<file path="config.mk">
export PLATFORM = sky130hd
export DESIGN_NAME = sfp_norm_seq
export DESIGN_NICKNAME = d
export VERILOG_FILES = /design/src/rtl/sfp_norm_seq_pkg.sv /design/src/rtl/sfp_div_serial.sv /design/src/rtl/sfp_norm_seq.sv
export SDC_FILE = /design/constraint.sdc
export NUM_CORES = 2
export LEC_CHECK = 0
export ABC_AREA = 0
export CORE_MARGIN = 5
export CORE_UTILIZATION = 45
export CTS_BUF_LIST = sky130_fd_sc_hd__clkbuf_8
export CTS_CLUSTER_DIAMETER = 80
export CTS_CLUSTER_SIZE = 25
export DETAILED_ROUTE_END_ITERATION = 8
export PLACE_DENSITY = 0.7
export SYNTH_ARGS = -nofsm -noshare
export SYNTH_HDL_FRONTEND = slang
export SYNTH_SLANG_ARGS = --single-unit
</file>
<file path="constraint.sdc">
create_clock -name clk -period 4.4 [get_ports clk]
set_input_delay 0.88 -clock clk [delete_from_list [all_inputs] [get_ports clk]]
set_output_delay 0.88 -clock clk [all_outputs]
set_load 0.01 [all_outputs]
</file>
<file path="src/rtl/sfp_norm_seq_pkg.sv">
// Shared encodings and helpers for the sequential SFP row normalizer.
package sfp_pkg;

    typedef enum logic [1:0] {
        SFP_NORM = 2'd0,
        SFP_BYP  = 2'd1,
        SFP_SUM  = 2'd2,
        SFP_RSV  = 2'd3
    } sfp_mode_e;

    typedef enum logic [1:0] {
        ST_IDLE = 2'd0,
        ST_ACC  = 2'd1,
        ST_DIV  = 2'd2,
        ST_DONE = 2'd3
    } sfp_state_e;

    localparam int unsigned SFP_SHIFT_DEF = 7;

    // Width that holds the sum of n magnitudes of w-bit signed values.
    function automatic int unsigned sfp_sum_w(input int unsigned w, input int unsigned n);
        return w + $clog2(n);
    endfunction

    // The reserved encoding behaves exactly like bypass.
    function automatic logic sfp_is_bypass(input logic [1:0] m);
        return (m == SFP_BYP) || (m == SFP_RSV);
    endfunction

endpackage

</file>
<file path="src/rtl/sfp_div_serial.sv">
// One lane: restoring divider, one quotient bit per cycle, MSB first, truncation toward zero.
module sfp_div_serial
    import sfp_pkg::*;
#(
    parameter int unsigned W  = 20,
    parameter int unsigned DW = 17
) (
    input  logic                clk,
    input  logic                reset,
    input  logic                start,
    input  logic signed [W-1:0] dividend,
    input  logic [DW-1:0]       divisor,
    output logic signed [W-1:0] quot_c,
    output logic                done_c
);

    localparam int unsigned CW = (W > 1) ? $clog2(W) : 1;

    logic          active_q;
    logic          neg_q;
    logic [W-1:0]  dvd_q;
    logic [W-1:0]  quo_q;
    logic [DW-1:0] dsr_q;
    logic [DW-1:0] rem_q;
    logic [CW-1:0] cnt_q;

    logic [DW:0]   trial_c;
    logic          fits_c;
    logic [DW-1:0] rem_d;
    logic [W-1:0]  quo_d;
    logic [W-1:0]  mag_c;

    // One restoring step; quot_c already includes this cycle's bit so the final value can be captured on the last edge.
    always_comb begin
        trial_c = {rem_q, dvd_q[W-1]};
        fits_c  = (trial_c >= {1'b0, dsr_q});
        rem_d   = fits_c ? DW'(trial_c - {1'b0, dsr_q}) : DW'(trial_c);
        quo_d   = {quo_q[W-2:0], fits_c};
        quot_c  = neg_q ? W'(-quo_d) : quo_d;
        done_c  = active_q && (cnt_q == CW'(W - 1));
        mag_c   = dividend[W-1] ? W'(-dividend) : W'(dividend);
    end

    always_ff @(posedge clk or negedge reset) begin
        if (!reset) begin
            active_q <= 1'b0;
            neg_q    <= 1'b0;
            dvd_q    <= '0;
            quo_q    <= '0;
            dsr_q    <= '0;
            rem_q    <= '0;
            cnt_q    <= '0;
        end else if (start) begin
            active_q <= 1'b1;
            neg_q    <= dividend[W-1];
            dvd_q    <= mag_c;
            quo_q    <= '0;
            dsr_q    <= divisor;
            rem_q    <= '0;
            cnt_q    <= '0;
        end else if (active_q) begin
            dvd_q <= dvd_q << 1;
            rem_q <= rem_d;
            quo_q <= quo_d;
            cnt_q <= cnt_q + CW'(1);
            if (done_c) begin
                active_q <= 1'b0;
            end
        end
    end

endmodule

</file>
<file path="src/rtl/sfp_norm_seq.sv">
// Sequential SFP normalizer: divides each lane of a psum row by (sum|x| >> SHIFT) + 1.
module sfp_norm_seq
    import sfp_pkg::*;
#(
    parameter int unsigned col     = 8,
    parameter int unsigned bw_psum = 20,
    parameter int unsigned SHIFT   = SFP_SHIFT_DEF,
    parameter int unsigned SUM_W   = sfp_sum_w(bw_psum, col)
) (
    input  logic                     clk,
    input  logic                     reset,
    input  logic [1:0]               mode,
    input  logic                     in_valid,
    output logic                     in_ready,
    input  logic [col*bw_psum-1:0]   in_data,
    output logic                     out_valid,
    input  logic                     out_ready,
    output logic [col*bw_psum-1:0]   out_data,
    output logic [SUM_W-1:0]         out_sum,
    output logic                     busy
);

    localparam int unsigned ROW_W = col * bw_psum;
    localparam int unsigned DIV_W = SUM_W - SHIFT + 1;

    sfp_state_e         state_q, state_d;
    logic [1:0]         mode_q;
    logic [ROW_W-1:0]   row_q;
    logic [SUM_W-1:0]   s_q;

    logic               accept_c;
    logic               div_start_c;
    logic               sum_done_c;
    logic               div_done_c;
    logic [SUM_W-1:0]   sum_c;
    logic [bw_psum-1:0] lane_c;
    logic [bw_psum-1:0] mag_c;
    logic [DIV_W-1:0]   div_d_c;
    logic [ROW_W-1:0]   quot_all_c;
    logic [col-1:0]     lane_done_c;

    // Magnitudes are unsigned in bw_psum bits so the most negative lane does not overflow.
    always_comb begin
        sum_c  = '0;
        lane_c = '0;
        mag_c  = '0;
        for (int i = 0; i < int'(col); i++) begin
            lane_c = in_data[i*bw_psum +: bw_psum];
            mag_c  = lane_c[bw_psum-1] ? bw_psum'(-lane_c) : lane_c;
            sum_c  = sum_c + SUM_W'(mag_c);
        end
    end

    assign div_d_c    = DIV_W'(s_q >> SHIFT) + DIV_W'(1);
    assign div_done_c = &lane_done_c;
    assign busy       = (state_q != ST_IDLE);

    for (genvar g = 0; g < int'(col); g++) begin : g_lane
        sfp_div_serial #(
            .W  (bw_psum),
            .DW (DIV_W)
        ) u_div (
            .clk      (clk),
            .reset    (reset),
            .start    (div_start_c),
            .dividend (row_q[g*bw_psum +: bw_psum]),
            .divisor  (div_d_c),
            .quot_c   (quot_all_c[g*bw_psum +: bw_psum]),
            .done_c   (lane_done_c[g])
        );
    end

    always_ff @(posedge clk or negedge reset) begin
        if (!reset) begin
            state_q <= ST_IDLE;
        end else begin
            state_q <= state_d;
        end
    end

    // DONE accepts a new row in the same cycle as the output handshake, skipping IDLE.
    always_comb begin
        state_d     = state_q;
        accept_c    = 1'b0;
        div_start_c = 1'b0;
        sum_done_c  = 1'b0;
        in_ready    = 1'b0;
        case (state_q)
            ST_IDLE: begin
                in_ready = 1'b1;
                if (in_valid) begin
                    accept_c = 1'b1;
                    state_d  = sfp_is_bypass(mode) ? ST_DONE : ST_ACC;
                end
            end
            ST_ACC: begin
                if (mode_q == SFP_SUM) begin
                    sum_done_c = 1'b1;
                    state_d    = ST_DONE;
                end else begin
                    div_start_c = 1'b1;
                    state_d     = ST_DIV;
                end
            end
            ST_DIV: begin
                if (div_done_c) begin
                    state_d = ST_DONE;
                end
            end
            ST_DONE: begin
                in_ready = out_ready;
                if (out_ready) begin
                    if (in_valid) begin
                        accept_c = 1'b1;
                        state_d  = sfp_is_bypass(mode) ? ST_DONE : ST_ACC;
                    end else begin
                        state_d = ST_IDLE;
                    end
                end
            end
            default: state_d = ST_IDLE;
        endcase
    end

    // Row capture and result registers; results only change on entry to DONE.
    always_ff @(posedge clk or negedge reset) begin
        if (!reset) begin
            mode_q    <= '0;
            row_q     <= '0;
            s_q       <= '0;
            out_valid <= 1'b0;
            out_data  <= '0;
            out_sum   <= '0;
        end else begin
            if (accept_c) begin
                row_q  <= in_data;
                mode_q <= mode;
                s_q    <= sum_c;
                if (sfp_is_bypass(mode)) begin
                    out_data  <= in_data;
                    out_sum   <= sum_c;
                    out_valid <= 1'b1;
                end else begin
                    out_valid <= 1'b0;
                end
            end else if ((state_q == ST_DONE) && out_ready) begin
                out_valid <= 1'b0;
            end

            if (sum_done_c) begin
                out_data  <= '0;
                out_sum   <= s_q;
                out_valid <= 1'b1;
            end

            if ((state_q == ST_DIV) && div_done_c) begin
                out_data  <= quot_all_c;
                out_sum   <= s_q;
                out_valid <= 1'b1;
            end
        end
    end

endmodule

</file>
==> summary.log <==
[outcome] run status finished, violations left
[outcome] violations in the final reports negative setup slack
[sta] fin crit period 6030 ps
[synth] most common flop cell mapped by yosys sky130_fd_sc_hd__dfrtp_1
[finish] FF+latch area 22,300 sq um
[grt] number of antenna violations at the first check in global routing 11
[place] post-detail-place hpwl 142,000 um
[synth] main combinational cell family by area after synthesis simple AND/OR/NAND/NOR gates
[cts] Clock Pin Slew Worst Setup and Hold Paths 140 ps
[synth] portion of netlist area occupied by mux cells 8.43%
[place] pre-CTS setup slack -2890 ps
[sta] setup violation total in the final timing report 35
[synth] simple-gate share of the synthesized area 16.1%
[synth] post-synthesis sequential area ratio 39.1%
[synth] complex-gate fraction of the synthesized area 15.2%
[job] max-capacitance violation count 0
[finish] net total in the final layout 7,416
[drt] ANT nets after route 0
[sta] Tightest Pin Transition 1350 ps
[hold_path] beginning of the worst hold path in_data[61]
[sta] Worst Hold Slack 367 ps
[setup_path] biggest fanout along the worst timing path 3
[synth] top-area cell type share of the netlist area 39.1%
[sta] Final Worst Setup Slack -1630 ps
[synth] Post-Synth Adder-Cell Area 8.77%
[setup_path] Crit-path slowest cell sky130_fd_sc_hd__fa_1
[die] top-level port count 352
[die] number of cell rows 130
[synth] Yosys warnings 0
[synth] xor/xnor cell area share of the yosys netlist 8.33%
[grt] vias in the first global route 48.3k
[drt] routed vias/inst 5.83
[setup_path] critical path startpoint in_data[23]
[synth] synthesized instance count 6,344
[place] final RePlAce weighted congestion 0.992
[finish] area of the multi-input gates 34,100 sq um
[finish] post-route core utilization 54.7%
[cts] root buf cell sky130_fd_sc_hd__clkbuf_8
[pwr] Max VDD drop 1160 uV
[place] placed cell areas 65,500 sq um
[cts] H-tree lvl count 2
[sta] RSZ-0062 raised after global routing yes
[synth] largest cells by area after synthesis sky130_fd_sc_hd__dfrtp_1, sky130_fd_sc_hd__mux2i_1, sky130_fd_sc_hd__nand2_1, sky130_fd_sc_hd__xnor2_1, sky130_fd_sc_hd__fa_1
[cts] clk buf depth 3
[drt] count of vias placed by the detailed router 50.3k
[finish] count of filler cells inserted in the layout 11.4k
[setup_path] type of the setup path with the least slack in2reg
[pwr] standby leakage power 30.9 nW
[setup_path] arrival time worst endpoint 6740 ps
[grt] wire length of the first global-routing pass 292,000 um
[setup_path] maximum single-stage delay on the critical path 540 ps
[die] Die W 366 um
[cts] number of clock buffers inserted by TritonCTS 55
[cts] number of clock sinks 892
[setup_path] worst reg2reg path startpoint g_lane[7].u_div.dvd_q[19]$_DFFE_PN0P_
[synth] post-synthesis area per instance 9.00 sq um
[die] die span in y 366 um
[sta] maximum clock rate 166 MHz
[finish] Syn-to-layout area delta 20.5%
[grt] GRT overflow 0
[cts] TritonCTS clock tree yes
[synth] largest area contributor in the synthesized netlist sky130_fd_sc_hd__dfrtp_1
[synth] number of distinct library cell variants in the gate-level netlist after synthesis 79
[place] Cells after DPL 8,458
[setup_path] kind of end point of the critical path register
[drt] number of DRC markers in iteration 0 4,890
[drt] per-cell routed wire length 22.3 um
[setup_path] critical path startpoint category input port
[place] number of input and output port buffers inserted 351
[grt] Total GRT Usage 27.6%
[drt] number of search-and-repair iterations in the first detailed-routing pass 6
[finish] Finished Layout Cells 8,617
[cts] latest clock arrival within the worst-skew pair 840 ps
[sta] count of final max-slew check failures 0
[sta] final worst-path cycle share 137%
[finish] share of final-layout standard cells stronger than drive strength 1 13.9%
[synth] Synthesized Nets 6,834
[finish] most frequent cells in the layout sky130_fd_sc_hd__nand2_1, sky130_fd_sc_hd__dfrtp_1, sky130_fd_sc_hd__mux2i_1, sky130_fd_sc_hd__nor2_1, sky130_fd_sc_hd__o21ai_0
[synth] async set-or-reset flop fraction in the synthesized netlist 100%
[die] floorplan core area 126,000 sq um
[drt] DRC violation count after routing 0
[sta] worst rel slew slack 10.1%
[die] initial standard-cell utilization of the core 45.4%
[synth] flop and latch count out of synthesis 892
[pwr] power density normalized to cell area 427 nW/um^2
[grt] largest net degree at the start of global routing 143
[setup_path] data required time of the worst path 5110 ps
[finish] Design Area, Final 68,900 sq um
[die] Die Area 134,000 sq um
[synth] summed instance area of the synthesized netlist 57,100 sq um
[synth] number of enable-type register cells in the synthesized netlist 0
[sta] final hold violations 0
[sta] Final Skew 85.0 ps
[finish] commonest non-fill, non-tap cell in the layout sky130_fd_sc_hd__nand2_1
[hold_path] type of the worst min-delay path in2reg
[sta] setup_tns -40,900 ps
[drt] total routed wirelength 192,000 um
[pwr] post-layout total power 29.4 mW
Yosys cell counts, types with 6 or more instances:
cell type	n
sky130_fd_sc_hd__nand2_1	1095
sky130_fd_sc_hd__dfrtp_1	892
sky130_fd_sc_hd__o21ai_0	487
sky130_fd_sc_hd__mux2i_1	479
sky130_fd_sc_hd__nor2_1	468
sky130_fd_sc_hd__xnor2_1	316
sky130_fd_sc_hd__clkbuf_1	308
sky130_fd_sc_hd__inv_1	271
sky130_fd_sc_hd__a21oi_1	228
sky130_fd_sc_hd__xor2_1	227
sky130_fd_sc_hd__ha_1	197
sky130_fd_sc_hd__o22ai_1	155
sky130_fd_sc_hd__fa_1	127
sky130_fd_sc_hd__o31ai_1	113
sky130_fd_sc_hd__or3_1	79
sky130_fd_sc_hd__a31oi_1	76
sky130_fd_sc_hd__nor3_1	70
sky130_fd_sc_hd__o41ai_1	59
sky130_fd_sc_hd__nand3_1	58
sky130_fd_sc_hd__nand2b_1	49
sky130_fd_sc_hd__a21o_1	48
sky130_fd_sc_hd__or4_1	45
sky130_fd_sc_hd__nor2b_1	44
sky130_fd_sc_hd__a211oi_1	43
sky130_fd_sc_hd__nand4_1	41
sky130_fd_sc_hd__buf_1	34
sky130_fd_sc_hd__o21a_1	33
sky130_fd_sc_hd__nor4_1	29
sky130_fd_sc_hd__a311oi_1	28
sky130_fd_sc_hd__and3_1	23
sky130_fd_sc_hd__o211ai_1	22
sky130_fd_sc_hd__or2_2	20
sky130_fd_sc_hd__o31a_1	14
sky130_fd_sc_hd__nand3b_1	13
sky130_fd_sc_hd__o211a_1	12
sky130_fd_sc_hd__a21boi_0	11
sky130_fd_sc_hd__nand4b_1	10
sky130_fd_sc_hd__o21bai_1	10
sky130_fd_sc_hd__a31o_2	9
sky130_fd_sc_hd__and2_1	9
sky130_fd_sc_hd__and4_1	6
sky130_fd_sc_hd__o2111ai_1	6
state kept, by name (all words and copies together) (netlist names):
name / cells
g_lane.u_div.dsr_q: 17
s_q: 23
mode_q: 2
g_lane.u_div.quo_q: 152
g_lane.u_div.dvd_q: 160
out_sum: 23
g_lane.u_div.neg_q: 8
g_lane.u_div.cnt_q: 40
out_valid: 1
g_lane.u_div.active_q: 8
out_data: 160
row_q: 160
g_lane.u_div.rem_q: 136
state_q: 2
worst max-delay path, delay by kind of cell:
kind	cells	cell delay, ps
adder cells (fa/ha/maj)	5	2300
buffers and inverters	6	710
AO/OA/AOI/OAI	6	840
XOR/XNOR	2	360
AND/OR/NAND/NOR	6	1660
logic make-up (layout without fill, tap and decap cells):
family | count (synthesis) | count (layout)
AO/OA/AOI/OAI | 1394 | 1394
XOR/XNOR | 543 | 543
adder cells (fa/ha/maj) | 324 | 324
buffers and inverters | 624 | 1244
flip-flops | 892 | 892
multiplexers | 481 | 481
other | 0 | 3
AND/OR/NAND/NOR | 2086 | 2086
worst paths after layout:
kind	endpoint	cells after the start	slack (ps)
worst max-delay path	out_sum[15]$_DFFE_PN0P_	25	-1630
worst min-delay path	out_data[61]$_DFFE_PN0P_	3	370
worst max register to register	out_data[158]$_DFFE_PN0P_	18	150
worst min register to register	out_sum[3]$_DFFE_PN0P_	2	490
max in group asynchronous	g_lane[4].u_div.active_q$_DFF_PN0_	3	2480
min in group asynchronous	g_lane[2].u_div.quo_q[8]$_DFFE_PN0P_	2	660
power by group:
part	switching (mW)	total, mW	internal [mW]
combinational	8.12	16.4	8.29
sequential	0	8.20	8.20
clock	3.23	4.76	1.53
metal layers:
layer  vias up  part of all wire (%)  GRT usage (%)
met2      1864                    44           42.5
met3       349                   8.4           5.20
met1     24900                    43           38.3
met4         0                   4.9           11.4
met5         -                     0              0
li1      23200                     -              -
final cells by class:
cell class	count	share of cell area [%]
antenna	3	0.0109
inverter	274	1.51
tap	1650	3.00
clock buffer	61	1.22
multi-input combinational	4828	49.6
clock inverter	34	0.701
sequential	892	32.5
timing repair buffer	875	11.5
repair_timing:
action	4_1_cts	5_1_grt
gates resized for setup	384	121
setup endpoints to repair	41	43
pin swaps	174	137
hold buffers	1	0
endpoints found under the hold margin	1	0
buffers inserted	59	21
Note: power is estimated with default switching activity, not from simulation.
==> edit, RTL diff (config.mk and constraints unchanged) <==
Add an input register stage for `mode`, with the module's reset; this delays it by one clock. The other inputs are not delayed to match.
--- a/src/rtl/sfp_norm_seq.sv
+++ b/src/rtl/sfp_norm_seq.sv
@@ -23,4 +23,14 @@
     localparam int unsigned ROW_W = col * bw_psum;
     localparam int unsigned DIV_W = SUM_W - SHIFT + 1;
+
+    logic [1:0] mode_r;
+
+    always_ff @(posedge clk or negedge reset) begin
+        if (!reset) begin
+            mode_r <= '0;
+        end else begin
+            mode_r <= mode;
+        end
+    end
 
     sfp_state_e         state_q, state_d;
@@ -91,5 +101,5 @@
                 if (in_valid) begin
                     accept_c = 1'b1;
-                    state_d  = sfp_is_bypass(mode) ? ST_DONE : ST_ACC;
+                    state_d  = sfp_is_bypass(mode_r) ? ST_DONE : ST_ACC;
                 end
             end
@@ -113,5 +123,5 @@
                     if (in_valid) begin
                         accept_c = 1'b1;
-                        state_d  = sfp_is_bypass(mode) ? ST_DONE : ST_ACC;
+                        state_d  = sfp_is_bypass(mode_r) ? ST_DONE : ST_ACC;
                     end else begin
                         state_d = ST_IDLE;
@@ -135,7 +145,7 @@
             if (accept_c) begin
                 row_q  <= in_data;
-                mode_q <= mode;
+                mode_q <= mode_r;
                 s_q    <= sum_c;
-                if (sfp_is_bypass(mode)) begin
+                if (sfp_is_bypass(mode_r)) begin
                     out_data  <= in_data;
                     out_sum   <= sum_c;
Check against the original RTL: not settled (the Yosys comparison gave no result); the edit may change what the design does.
==> edit against the unedited design <==
The flow still finishes with violations (setup timing). Clock skew is 0.039 ns lower. Synthesized area is 0.33% higher. Sequential cell count is 2 higher. Count of clock-buffer cells in the layout is 8 lower. Setup slack better by 0.045 ns. First-iteration DRC count is 11% lower. Final area is 0.73% higher. Critical path depth is 1 lower. Wire length is 0.99% higher. Via count is 1.9% higher. Critical endpoint is now s_q[21]. Largest cell class unchanged.
Power is not compared: it rests on default switching activity, and its combinational part moved more than twofold at a synthesized area within 25%.
==> edit: results (changes against the unedited design) <==
| Metric | Value |
|---|---|
| Post-DP HPWL | 143000 microns (+0.66%) |
| Placer Congestion | 0.971 (-2.1%) |
| DR iter-0 viols | 4367 (-11%) |
| Synth top area cells | dfrtp_1, nand2_1, mux2i_1 |
| Setup crit end | s_q[21] |
| Reg2reg path depth | 17 (-1) |
| Pin count of the biggest net entering global routing | 153 (+7.0%) |
| HP Class | in -> async |
| Slew headroom | 28.9% (+19 points) |
| Total CTS buffers | 50 (-9.1%) |
| Arr. time, crit path | 6.63 ns (-0.11 ns) |
| Nets | 7573 (+2.1%) |
| Worst slack, placed | -2.67 ns (+0.214 ns) |
| Status | complete, but fails checks |
| Met3 usage | 6.02% (+0.82 points) |
| CP top delay family | adder cells |
| Total GRT Usage | 28.0% (+0.37 points) |
| Count of final setup violators | 37 (+5.7%) |
| Placed cells | 8627 (+2.0%) |
| Met2 Wirelength | 84900 microns (+0.12%) |
| Post-CTS setup buffers | 55 (-6.8%) |
| Sequential cell area share | 32.3% (-0.16 points) |
| First-pass DRT Iterations | 8 (+2) |
| First-pass GRT wire length | 298000 microns (+1.9%) |
| Post-Synthesis Net Count | 6974 (+2.0%) |
| Worst Setup SP | in_data[62] |
| Slowest-stage cell, CP | fa_1 |
| Crit-path max cell delay | 0.57 ns (+0.03 ns) |
| Buffers, non-clock | 905 (+3.4%) |
| Setup_tns | -38.17 ns (+2.73 ns) |
| Syn Area/Cell | 8.84 sq um (-1.9%) |
| Vias in the first global route | 49529 (+2.6%) |
| Clock latency on the worst-skew pair | 0.81 ns (-0.03 ns) |
| Buffering overhead | 11.9% (+0.43 points) |
| Routed len/inst | 22.1 microns (-0.89%) |
| # fillers | 11261 (-0.79%) |
| Clock-cell share | 1.64% (-0.28 points) |
| Setup ws final | -1.58 ns (+0.0447 ns) |
| Cts repair resizes | 343 (-11%) |
| Final core area utilization | 54.6% (-0.093 points) |
| Fraction of layout cells with a size suffix above 1 | 14.0% (+0.083 points) |
| R2r endpoint | out_data[14] |
| M1 WL | 82400 microns (+0.78%) |
| Failing checks | setup timing |
| Reg2reg setup slack | 0.29 ns (+0.14 ns) |
| WHS | 0.0329 ns (-0.334 ns) |
| Via-to-Cell Ratio | 5.83 (about the same) |
| Met1 GRT Util | 38.9% (+0.54 points) |
| Multi-In Gates | 4971 (+3.0%) |
| Sink Count | 894 (+0.22%) |
| Multi-input gate share of total cell area | 49.7% (+0.090 points) |
| Register area share after synthesis | 39.0% (-0.041 points) |
| Synth top cells by count | nand2_1, dfrtp_1, o21ai_0 |
edit: cell types whose count changed after synthesis, moves of 17 or more:
cell / unedited run / this run
a21oi_1: 228 / 295
mux2i_1: 479 / 436
nand2_1: 1095 / 1234
nor2_1: 468 / 485
o21ai_0: 487 / 536
o22ai_1: 155 / 97
edit: worst register-to-register path: cells and delay by family (launching register included):
family / cells / cell delay (ns)
xor gates and xnor gates: 1 / 0.28
and+or+nand+nor: 3 / 0.38
AOI/OAI and AO/OA: 7 / 1.40
DFF: 1 / 0.42
adders and majority gates: 2 / 0.68
buffers and inverters: 4 / 0.88
edit: logic make-up (layout without fill, tap and decap cells):
logic type / Yosys count / in the layout / synth area share, %
simple gates: 2221 / 2221 / 16.8
compound gates: 1437 / 1437 / 15.3
flops: 894 / 894 / 39.0
buf+inv: 620 / 1251 / 4.09
xor+xnor: 553 / 553 / 8.45
mux: 437 / 437 / 7.63
fa+ha+maj: 323 / 323 / 8.72
other cells: 0 / 3 / 0
